--- config.mk ---
export PLATFORM = sky130hd
export DESIGN_NAME = seq_logic_unit
export DESIGN_NICKNAME = d
export VERILOG_FILES = /design/src/rtl/alu_logic_pkg.sv /design/src/rtl/logic_slice.sv /design/src/rtl/seq_logic_unit.sv
export SDC_FILE = /design/constraint.sdc
export NUM_CORES = 1
export LEC_CHECK = 0
export BUFFER_PORTS_ARGS = -buffer_cell sky130_fd_sc_hd__buf_2
export CAP_MARGIN = 20
export CORE_ASPECT_RATIO = 1.1
export CORE_MARGIN = 4
export CORE_UTILIZATION = 50
export CTS_CLUSTER_SIZE = 14
export DETAILED_ROUTE_END_ITERATION = 10
export PLACE_DENSITY = 0.82
export SLEW_MARGIN = 5
export SYNTH_ARGS = -nofsm -noshare
export SYNTH_HDL_FRONTEND = slang
export SYNTH_HIERARCHICAL = 1
export SYNTH_SLANG_ARGS = --single-unit
export TNS_END_PERCENT = 1
--- constraint.sdc ---
create_clock -name clk -period 3.63 [get_ports clk]
set_clock_uncertainty 0.05 [all_clocks]
set_input_delay 0.1815 -clock clk [delete_from_list [all_inputs] [get_ports clk]]
set_output_delay 0.1815 -clock clk [all_outputs]
set_load 0.005 [all_outputs]
--- src/rtl/alu_logic_pkg.sv ---
// Shared definitions for the chunked bitwise logic unit: op codes and FSM states.
package alu_logic_pkg;

   localparam logic [2:0] OP_AND  = 3'b000;
   localparam logic [2:0] OP_OR   = 3'b001;
   localparam logic [2:0] OP_XOR  = 3'b010;
   localparam logic [2:0] OP_NOR  = 3'b011;
   localparam logic [2:0] OP_NAND = 3'b100;
   localparam logic [2:0] OP_XNOR = 3'b101;
   localparam logic [2:0] OP_ANDN = 3'b110;
   localparam logic [2:0] OP_NOTA = 3'b111;

   typedef enum logic [1:0] {
      IDLE = 2'd0,
      RUN  = 2'd1,
      DONE = 2'd2
   } state_t;

endpackage

--- src/rtl/logic_slice.sv ---
// Combinational W-bit bitwise operator; one instance is time-shared across all chunks.
import alu_logic_pkg::*;

module logic_slice #(
   parameter int W = 8
) (
   input  logic [W-1:0] a_chunk,
   input  logic [W-1:0] b_chunk,
   input  logic [2:0]   op,
   output logic [W-1:0] y
);

   // NOTE: assign every always_comb output a default before any branch so no path infers a latch.
   always_comb begin
      y = '0;
      case (op)
         OP_AND:  y = a_chunk & b_chunk;
         OP_OR:   y = a_chunk | b_chunk;
         OP_XOR:  y = a_chunk ^ b_chunk;
         OP_NOR:  y = ~(a_chunk | b_chunk);
         OP_NAND: y = ~(a_chunk & b_chunk);
         OP_XNOR: y = ~(a_chunk ^ b_chunk);
         OP_ANDN: y = a_chunk & ~b_chunk;
         OP_NOTA: y = ~a_chunk;
         default: y = '0;
      endcase
   end

endmodule

--- src/rtl/seq_logic_unit.sv ---
// Multi-cycle bitwise logic unit: computes CHUNK bits per clock with a start/busy/done handshake.
import alu_logic_pkg::*;

module seq_logic_unit #(
   parameter int WIDTH = 32,
   parameter int CHUNK = 8
) (
   input  logic             clk,
   input  logic             rst_n,
   input  logic             start,
   input  logic [2:0]       op,
   input  logic [WIDTH-1:0] a,
   input  logic [WIDTH-1:0] b,
   output logic             busy,
   output logic             done,
   output logic [WIDTH-1:0] result,
   output logic             zero
);

   localparam int NCHUNK = WIDTH / CHUNK;
   localparam int CNT_W  = (NCHUNK > 1) ? $clog2(NCHUNK) : 1;
   localparam logic [CNT_W-1:0] LAST_CNT = CNT_W'(NCHUNK - 1);

   state_t             state_q, state_d;
   logic [CNT_W-1:0]   cnt_q, cnt_d;
   logic [WIDTH-1:0]   a_q, a_d;
   logic [WIDTH-1:0]   b_q, b_d;
   logic [2:0]         op_q, op_d;
   logic [WIDTH-1:0]   result_q, result_d;
   logic               zero_q, zero_d;
   logic               acc_q, acc_d;

   logic [CHUNK-1:0]   a_chunk, b_chunk, slice_y;

   always_comb begin
      a_chunk = '0;
      b_chunk = '0;
      for (int i = 0; i < NCHUNK; i++) begin
         if (cnt_q == CNT_W'(i)) begin
            a_chunk = a_q[i*CHUNK +: CHUNK];
            b_chunk = b_q[i*CHUNK +: CHUNK];
         end
      end
   end

   logic_slice #(.W(CHUNK)) u_slice (
      .a_chunk (a_chunk),
      .b_chunk (b_chunk),
      .op      (op_q),
      .y       (slice_y)
   );

   always_comb begin
      state_d  = state_q;
      cnt_d    = cnt_q;
      a_d      = a_q;
      b_d      = b_q;
      op_d     = op_q;
      result_d = result_q;
      zero_d   = zero_q;
      acc_d    = acc_q;
      case (state_q)
         IDLE: begin
            if (start) begin
               a_d      = a;
               b_d      = b;
               op_d     = op;
               result_d = '0;
               cnt_d    = '0;
               acc_d    = 1'b0;
               state_d  = RUN;
            end
         end
         RUN: begin
            for (int i = 0; i < NCHUNK; i++) begin
               if (cnt_q == CNT_W'(i)) result_d[i*CHUNK +: CHUNK] = slice_y;
            end
            acc_d = acc_q | (|slice_y);
            cnt_d = cnt_q + CNT_W'(1);
            // zero only moves on the final chunk so it keeps the previous verdict through RUN
            if (cnt_q == LAST_CNT) begin
               zero_d  = ~(acc_q | (|slice_y));
               state_d = DONE;
            end
         end
         DONE:    state_d = IDLE;
         default: state_d = IDLE;
      endcase
   end

   // NOTE: sequential state uses non-blocking assignments so every flop samples pre-edge values.
   always_ff @(posedge clk) begin
      if (!rst_n) begin
         state_q  <= IDLE;
         cnt_q    <= '0;
         a_q      <= '0;
         b_q      <= '0;
         op_q     <= OP_AND;
         result_q <= '0;
         zero_q   <= 1'b0;
         acc_q    <= 1'b0;
      end else begin
         state_q  <= state_d;
         cnt_q    <= cnt_d;
         a_q      <= a_d;
         b_q      <= b_d;
         op_q     <= op_d;
         result_q <= result_d;
         zero_q   <= zero_d;
         acc_q    <= acc_d;
      end
   end

   assign busy   = (state_q == RUN);
   assign done   = (state_q == DONE);
   assign result = result_q;
   assign zero   = zero_q;

endmodule

==> flow_summary.ini <==
[cells_and_area]
fill_cells = 908
fin_nets = 840
ff_latch_area_mm2 = 0.00210
area_delta_synth_final_pct = 15.9
final_cell_mix = nand2_1, dfxtp_1, buf_2
final_area_mm2 = 0.00629
drive_gt1_frac = 0.202
final_common_cell = nand2_1
multi_input_area_mm2 = 0.00293
diodes = 0
fin_util = 0.600

[detailed_routing]
drtIter0Drc = 296
viasPerCell = 5.45
wl_per_cell_um = 15.2
vias = 4854
drtPass1Iterations = 5
drc = 0
ant_nets = 0
wl_um = 13500

[synth]
syn_avg_cell_area_um2 = 8.13
syn_nets = 766
synth_area_mm2 = 0.00543
synth-seq-area-share = 0.387
synth_cells = 668
yosys_register_bits = 105
ys_warn_count = 6
synth.distinct_cells = 43

[worst_setup_path]
criticalPathCategory = reg -> reg
cp_slowest_cell = or4_1
crit_start = cnt_q[0]
r2r_start = cnt_q[0]
crit_fanout = 32
worst_path_largest_cell_delay_ns = 0.53
r2r_cells = 13
cp.arrival_ns = 3.76
crit_buf_inv = 3
endpoint_kind = register
path_cells = inv_1, ha_1, buf_12, a21oi_1, o21ai_0, a22o_1, inv_1, ha_1, mux2_1, mux4_2, or4_1, nor3_2, a41o_1
r2r_setup_slack_ns = 0.11
rr_endpoint = zero
start_kind = register
critPathRequiredTime_ns = 3.87
critPathTopFamily = multiplexers

[sta]
worstMarginPinSlew_ns = 0.869
setup_ws_ns = 0.113
relSlewSlack = 0.421
fin_crit_sh = 0.969
hold_viol = 0
finalSetupViolCount = 0
slew_violations = 0
finalCriticalPeriod_ns = 3.52
clock.fmax_mhz = 284
hold_slack_ns = 0.0134

[clock_tree]
cts_tree = yes
clockBufferDepth = 2
htree_levels = 3
cts.repair.resized = 0
numCtsBuffers = 9
cts-root-buf = clkbuf_16
ctsHoldBuffers = 0
cts_sinks = 105
clk_latency_ns = 0.35
clk_pin_slew_ns = 0.08
cts_setup_buffers = 0

[placed_design]
port_buffers = 104
place_area_mm2 = 0.00597
hpwl_um = 9790
dpl_worst_slack_ns = 0.0433
gp_congestion = 0.819

[grt]
grt_pass1_wl_um = 21900
grt_usage = 0.211
grt_antenna_before_repair = 0
grt_max_degree = 72
grt_pass1_vias = 4724
globalRoute.totalOverflow = 0

[die]
dieWidth_um = 107
core_mm2 = 0.0105
fp.dieH_um = 117
dieArea_mm2 = 0.0126
start_util = 0.518
rows = 39
ios = 105

[power]
ir_worst_vdd_uv = 255
power_density_mw_per_mm2 = 439
leakage_nw = 2.64

[hold_path]
worstHoldPathType = in -> reg
holdPathEnd = a_q[18]
worstHoldStart = a[18]
min_path_cells = 3

[flow_run]
maxCapViolCount = 0

[outcome]
outcome = completed
## metal layers
layer,global-route usage,wire (um)
met1,0.261,5490
met5,0,0
met2,0.364,6850
met3,0.0297,714
met4,0.0916,435
## synth_stat cells
library cell  instances  area, um2
o211ai_1              1       7.51
a21oi_2               3       26.3
o311a_1               1       10.0
or4_1                 1       7.51
a41o_1                1       10.0
or3b_1                1       8.76
nor3_1                4       20.0
nor4_1                1       6.26
a21boi_1             60        450
a22o_1               16        140
o22ai_1              24        150
mux2_2                3       33.8
nand4b_1              1       8.76
nor2b_1               1       6.26
o21a_1                1       7.51
a21oi_1              49        245
mux2i_1              15        150
nor3b_1               2       15.0
and3b_1               1       8.76
buf_2                21        105
dfxtp_1             105       2100
o21ai_0              15       75.1
mux4_2                7        158
buf_12                1       20.0
ha_1                 28        350
buf_6                 5       56.3
buf_4                 2       15.0
nor4bb_1              1       10.0
a21oi_4               1       16.3
and2_1                3       18.8
clkbuf_1             22       82.6
o21ai_2               1       8.76
o21ai_1               1       5.00
nand2b_1              2       12.5
nand2_1             197        739
mux2_1                4       45.0
nor4b_1               2       17.5
inv_1                35        131
a21boi_0              8       60.1
nand3_1               1       5.00
nor2_2                2       12.5
nor2_1               17       63.8
a211o_1               1       8.76
## cells by family after synthesis
group                      Yosys count  share of synthesized area
and+or+nand+nor                    237                      0.177
buffers and inverters               86                     0.0756
adders and majority gates           28                     0.0645
AOI/OAI and AO/OA                  183                      0.225
DFF                                105                      0.387
muxes                               29                     0.0712
## worst register-to-register path, delay by kind of cell (launching register included)
kind,cells,cell delay (ns)
multiplexers,2,0.77
AND/OR/NAND/NOR,2,0.68
AO/OA/AOI/OAI,4,0.68
adder cells (fa/ha/maj),2,0.51
flip-flops,1,0.40
buffers and inverters,3,0.38
## how the worst max path moves through the flow
stage | cells after the start | to
after floorplan | 14 | zero
after global placement | 12 | zero
after detailed placement | 12 | zero
after CTS | 12 | zero
after global routing | 13 | zero
final | 13 | zero
## state kept, by name, summed over array words and instances (netlist names)
name,cells
b_q,32
result,32
zero,1
a_q,32
acc_q,1
op_q,3
cnt_q,2
state_q,2
## per-stage QoR
stage	TNS, ns	total power [mW]	instances
floorplan	0	1.61	668
global placement	0	1.72	874
detailed placement	0	1.75	874
CTS	0	2.76	890
global route	-0.0168	2.89	890
finish	0	2.76	890
## cell type report
cell class | instances | share of cell area
clock buffer | 9 | 0.0358
clock inverter | 7 | 0.0147
inverter | 35 | 0.0209
multi-input combinational | 477 | 0.466
sequential | 105 | 0.334
tap | 143 | 0.0284
timing repair buffer | 114 | 0.101
## report_power, final
part	internal (mW)	switching [mW]	leakage, nW
clock network	0.555	0.472	0.156
logic	0.207	0.272	1.63
registers	1.21	0.0456	0.858
total	1.97	0.789	2.64
Note: power is estimated with default switching activity, not from simulation.
